==> src/rtl/dcache_ctrl.sv <==
// Direct-mapped data cache controller: sequences line-store lookups, write-back of
// dirty victims and refills from memory, with big-endian byte merging of CPU writes.
module dcache_ctrl #(
    parameter int INDEX_BITS = 8
) (
    input  logic         clk,
    input  logic         rst,
    input  logic         cpu_req,
    input  logic         cpu_we,
    input  logic [31:0]  cpu_addr,
    input  logic [31:0]  cpu_wdata,
    input  logic [3:0]   cpu_byte_en,
    output logic         cpu_ready,
    output logic [31:0]  cpu_rdata,
    output logic         line_enable,
    output logic         line_compare,
    output logic         line_read,
    output logic [31:0]  line_addr,
    output logic [255:0] line_data_line_in,
    output logic         line_set_valid,
    output logic         line_set_dirty,
    input  logic         line_hit,
    input  logic         line_valid,
    input  logic         line_dirty,
    input  logic [31:0]  line_data_out,
    input  logic [255:0] line_data_line_out,
    input  logic [31:0]  line_tag_out,
    output logic         mem_req,
    output logic         mem_we,
    output logic [31:0]  mem_addr,
    output logic [255:0] mem_wdata,
    input  logic         mem_ready,
    input  logic [255:0] mem_rdata
);

    localparam int TAG_BITS = 27 - INDEX_BITS;

    typedef enum logic [2:0] {
        IDLE,
        CHECK,
        WBACK,
        REFILL,
        INSTALL,
        RESP
    } state_t;

    state_t state, state_next;

    logic [31:2]         addr_q;
    logic                we_q;
    logic [3:0]          be_q;
    logic [31:0]         wdata_q;
    logic [255:0]        line_q;
    logic [TAG_BITS-1:0] tag_q;
    logic [31:0]         rdata_q;

    logic [255:0] merge_src;
    logic [255:0] merged;
    logic [7:0]   word_base;
    logic [31:0]  sel_word;
    logic         unused_tag_bits;

    // Word w sits at bits [255-32w -: 32]; byte-enable bit i maps to word bits [8i +: 8].
    function automatic logic [255:0] merge_line(input logic [255:0] line,
                                                input logic [2:0]   word,
                                                input logic [31:0]  data,
                                                input logic [3:0]   be);
        logic [255:0] res;
        logic [7:0]   pos;
        logic [4:0]   dpos;
        res = line;
        for (int i = 0; i < 4; i++) begin
            pos  = {~word, 5'b0} + {3'b0, i[1:0], 3'b0};
            dpos = {i[1:0], 3'b0};
            if (be[i]) res[pos +: 8] = data[dpos +: 8];
        end
        return res;
    endfunction

    assign unused_tag_bits = ^line_tag_out[31:TAG_BITS];

    // A read install merges nothing, so the same path serves hits and installs.
    assign merge_src = (state == CHECK) ? line_data_line_out : line_q;
    assign merged    = merge_line(merge_src, addr_q[4:2], wdata_q, we_q ? be_q : 4'b0000);
    assign word_base = {~addr_q[4:2], 5'b0};
    assign sel_word  = merged[word_base +: 32];
    assign cpu_rdata = rdata_q;

    always_ff @(posedge clk or negedge rst) begin
        if (!rst) state <= IDLE;
        else      state <= state_next;
    end

    always_ff @(posedge clk or negedge rst) begin
        if (!rst) begin
            addr_q  <= '0;
            we_q    <= 1'b0;
            be_q    <= '0;
            wdata_q <= '0;
            line_q  <= '0;
            tag_q   <= '0;
            rdata_q <= '0;
        end else begin
            case (state)
                IDLE: begin
                    if (cpu_req) begin
                        addr_q  <= cpu_addr[31:2];
                        we_q    <= cpu_we;
                        be_q    <= cpu_byte_en;
                        wdata_q <= cpu_wdata;
                    end
                end
                CHECK: begin
                    if (line_valid && line_hit) begin
                        if (!we_q) rdata_q <= line_data_out;
                    end else if (line_valid && line_dirty) begin
                        line_q <= line_data_line_out;
                        tag_q  <= line_tag_out[TAG_BITS-1:0];
                    end
                end
                REFILL: begin
                    if (mem_ready) line_q <= mem_rdata;
                end
                INSTALL: rdata_q <= sel_word;
                default: ;
            endcase
        end
    end

    // Outputs are gated by reset so nothing leaks while rst is low, even with cpu_req high.
    always_comb begin
        state_next        = state;
        cpu_ready         = 1'b0;
        line_enable       = 1'b0;
        line_compare      = 1'b0;
        line_read         = 1'b0;
        line_addr         = '0;
        line_data_line_in = '0;
        line_set_valid    = 1'b0;
        line_set_dirty    = 1'b0;
        mem_req           = 1'b0;
        mem_we            = 1'b0;
        mem_addr          = '0;
        mem_wdata         = '0;
        if (rst) begin
            case (state)
                IDLE: begin
                    if (cpu_req) begin
                        line_enable  = 1'b1;
                        line_compare = 1'b1;
                        line_read    = 1'b1;
                        line_addr    = cpu_addr;
                        state_next   = CHECK;
                    end
                end
                CHECK: begin
                    if (line_valid && line_hit) begin
                        if (we_q) begin
                            line_enable       = 1'b1;
                            line_addr         = {addr_q, 2'b00};
                            line_data_line_in = merged;
                            line_set_valid    = 1'b1;
                            line_set_dirty    = 1'b1;
                        end
                        state_next = RESP;
                    end else if (line_valid && line_dirty) begin
                        state_next = WBACK;
                    end else begin
                        state_next = REFILL;
                    end
                end
                WBACK: begin
                    mem_req   = 1'b1;
                    mem_we    = 1'b1;
                    mem_addr  = {tag_q, addr_q[INDEX_BITS+4:5], 5'b0};
                    mem_wdata = line_q;
                    if (mem_ready) state_next = REFILL;
                end
                REFILL: begin
                    mem_req  = 1'b1;
                    mem_addr = {addr_q[31:5], 5'b0};
                    if (mem_ready) state_next = INSTALL;
                end
                INSTALL: begin
                    line_enable       = 1'b1;
                    line_addr         = {addr_q, 2'b00};
                    line_data_line_in = merged;
                    line_set_valid    = 1'b1;
                    line_set_dirty    = we_q;
                    state_next        = RESP;
                end
                RESP: begin
                    cpu_ready  = 1'b1;
                    state_next = IDLE;
                end
                default: state_next = IDLE;
            endcase
        end
    end

endmodule

==> config.mk <==
export PLATFORM = sky130hd
export DESIGN_NAME = dcache_ctrl
export DESIGN_NICKNAME = d
export VERILOG_FILES = /design/src/rtl/dcache_ctrl.sv
export SDC_FILE = /design/constraint.sdc
export NUM_CORES = 2
export LEC_CHECK = 0
export CORE_AREA = 4 4 496 498
export CTS_CLUSTER_DIAMETER = 40
export DETAILED_ROUTE_END_ITERATION = 12
export DIE_AREA = 0 0 500 502
export HOLD_SLACK_MARGIN = 0.03
export PLACE_DENSITY = 0.41
export SKIP_LAST_GASP = 1
export SLEW_MARGIN = 20
export SYNTH_ARGS = -nofsm -noshare
export SYNTH_HDL_FRONTEND = slang
export SYNTH_SLANG_ARGS = --single-unit
==> constraint.sdc <==
create_clock -name clk -period 5 [get_ports clk]
set_input_delay 0.75 -clock clk [delete_from_list [all_inputs] [get_ports clk]]
set_output_delay 0.75 -clock clk [all_outputs]
set_load 0.01 [all_outputs]
==> flow_metrics.tcl <==
set metrics [dict create \
    status "finished clean" \
    p_seq_frac 0.188 \
    nets 5957 \
    setup_viol 0 \
    fin_util 0.215 \
    worst_pin_slew_ns 1.17 \
    cpPeakStageDelay_ns 0.60 \
    htreeDepth 3 \
    cp-start-kind "flop" \
    wire_per_inst_microns 37.4 \
    core_area_sq_mm 0.242 \
    grt_pass1_wl_microns 408000 \
    p_sw_mw 19.3 \
    slew_violations 0 \
    path_clk_slew_ns 0.04 \
    die_width_microns 500 \
    r2r_end "cpu_rdata[15]" \
    dpl_worst_slack_ns 0.698 \
    ant_nets 0 \
    ios 1268 \
    crit_family "buffers and inverters" \
    final_common_cell "nand2_1" \
    grt_max_degree 119 \
    ys_types 74 \
    cp.required_ns 4.25 \
    reg2reg_from "addr_q[3]" \
    dr.pass1.iters 7 \
    die_h_microns 502 \
    wl_microns 324000 \
    numPortBuffers 1249 \
    grt_overflow 0 \
    min_period_over_period 0.984 \
    ys_ff_latch 377 \
    routabilityCongestion 0.916 \
    antenna_found_initial 151 \
    synth-main-ff-cell "dfrtp_1" \
    drcViolationCount 0 \
    power.internal_mw 17.5 \
    drtIter0Drc 4032 \
    pwr_density_cell_mw_per_mm2 706 \
    hold_viol 0 \
    rrSetupSlack_ns 1.04 \
    cts_root_buffer "clkbuf_16" \
    path_common_cell "buf_4" \
    cts-buffers-inserted 121 \
    fill_cells 27000 \
    synth_edf_count 0 \
    hpwlAfterDp_microns 264000 \
    initial_core_util 0.119 \
    async_reset_ff_frac 1.00 \
    hold_path_class "primary input to async pin" \
    power.total_mw 36.8 \
    grt_pass1_vias 38200 \
    end_kind "output port" \
    clock-sinks 377 \
    slew_headroom 0.222 \
    worstPathCellList "buf_4, and3_1, buf_4, or3_1, nand3_1, o211a_1, clkdlybuf4s50_1" \
    clockPowerShare 0.240 \
    grt_use_total 0.246 \
    syn_avg_cell_area_sq_um 7.00 \
    worst-path-max-fanout 36 \
    synthCells 4116 \
    viasPerCell 4.53 \
    fmax_ghz 0.203 \
    combPwrFrac 0.572 \
    p_leak_nw 21.2 \
    cts_tree "yes" \
    ys_warn_count 0 \
    cp.buffers_inverters 3 \
    final_cell_mix "nand2_1 (1058), clkdlybuf4s50_1 (973), nor2_1 (494)" \
    critPathKind "flop to output port" \
    vias 39300 \
    cts_buffer_depth 3 \
    cp_slowest_cell "or3_1" \
    reg2regPathDepth 8 \
    drive_gt1_frac 0.154 \
    worstSkewPairLatency_ns 0.81 \
    max-cap-violations 0 \
    synthToLayoutAreaGrowth_pct 81.0 \
    swShare 0.525 \
    die_area_sq_mm 0.251 \
    syn_area_sq_mm 0.0288 \
    worst_ep_arrival_time_ns 4.17 \
    cp-startpoint "addr_q[2]" \
    rsz0062_at_grt "no" \
    fp-row-count 181 \
    finClkSkew_ns 0.0786 \
    synth-seq-area-share 0.327 \
    worst_slack_ns 0.0817 \
    irDropWorstVdd_uv 302 \
    min_period_ns 4.92 \
]
## logic make-up after synthesis
logic type      share of synthesized area
simple gates                        0.326
compound gates                      0.228
buf+inv                            0.0604
flops                               0.327
mux                                0.0539
fa+ha+maj                         0.00304
other cells                      0.000130
xor+xnor                         0.000304
## registers in the layout, summed over array words and instances (netlist names)
register,cells
line_q,256
wdata_q,32
addr_q,30
cpu_rdata,32
be_q,4
tag_q,19
state,3
we_q,1
## synthesized netlist by cell type (5+ instances only)
library cell,number,area (sq um)
nand2_1,1063,3990
nor2_1,496,1860
dfrtp_1,377,9430
clkbuf_1,328,1230
a31oi_1,303,1900
and2_1,292,1830
a21oi_1,268,1340
o21ai_0,88,440
and3_1,73,457
mux2_2,72,811
mux2i_1,72,721
a22oi_1,66,495
nor3_1,58,290
buf_2,50,250
a211oi_1,49,368
nand3_1,46,230
o22ai_1,42,263
a21o_1,39,293
o211ai_1,26,195
a22o_1,25,219
a311oi_1,23,201
a221oi_1,18,158
nor4_1,18,113
buf_1,17,63.8
nand4_1,17,106
or3_1,17,106
buf_4,15,113
o211a_1,13,130
inv_1,12,45.0
o22a_1,12,105
a31o_2,7,61.3
ha_1,7,87.6
nand3b_1,7,52.6
o31ai_1,7,52.6
and4_1,6,52.6
nand4b_1,5,43.8
nor2b_1,5,31.3
o221ai_1,5,43.8
## what timing repair did
action,4_1_cts,5_1_grt
resized for setup,7,2
pin swaps,0,2
setup buffers,0,2
endpoints found under the hold margin,10,0
hold buffers,1,0
endpoints found under the setup margin,12,4
gates cloned,0,0
## how the worst max path moves through the flow
stage,slack [ns],to,cells past startpoint
2_1_floorplan,1.12,line_data_line_in[128],10
3_3_place_gp,0.71,line_data_line_in[96],10
3_5_place_dp,0.70,line_data_line_in[96],10
4_1_cts,-0.01,line_data_line_in[96],10
5_1_grt,0.03,line_data_line_in[33],6
6_report,0.08,line_data_line_in[69],7
## metal layers
| metal | global-route usage | up-vias | wire length, microns |
|---|---|---|---|
| met5 | 0 | - | 586 |
| met4 | 0.110 | 96 | 16800 |
| met3 | 0.0834 | 569 | 30500 |
| met2 | 0.404 | 2472 | 149000 |
| met1 | 0.291 | 19400 | 127000 |
| li1 | - | 16800 | - |
## worst reg2reg max path: cells and delay by family (launching register included)
family	cells	cell delay [ns]
simple gates	4	1.62
buf+inv	2	0.51
compound gates	2	1.24
flops	1	0.48
## power by group through the flow
stage                     logic [mW]  clock network, mW  registers [mW]
final                           21.1               8.85            6.91
after floorplan                 9.29                  0            5.38
after global routing            22.0               9.14            7.04
after global placement          21.1                  0            6.88
after CTS                       21.2               9.01            6.89
after detailed placement        21.1                  0            6.91
## stage by stage
stage               setup TNS [ns]  area, sq um  instances  hold slack (ns)
floorplan                        0        28800       4120            0.454
global placement                 0        47300       8374            0.476
finish                           0        52100       8667            0.415
detailed placement               0        47300       8374            0.477
CTS                        -0.0148        52000       8601            0.341
global route                     0        52100       8637            0.365
## final cells by class
cell class	instances	area (sq um)	area share
multi-input combinational	3317	17800	0.341
timing repair buffer	1468	16000	0.308
sequential	377	9450	0.181
tap	3202	4010	0.0768
clock buffer	163	3460	0.0663
clock inverter	63	1170	0.0224
antenna	64	160	0.00307
inverter	13	48.8	0.000936
Power figures use the tool's default switching activity.
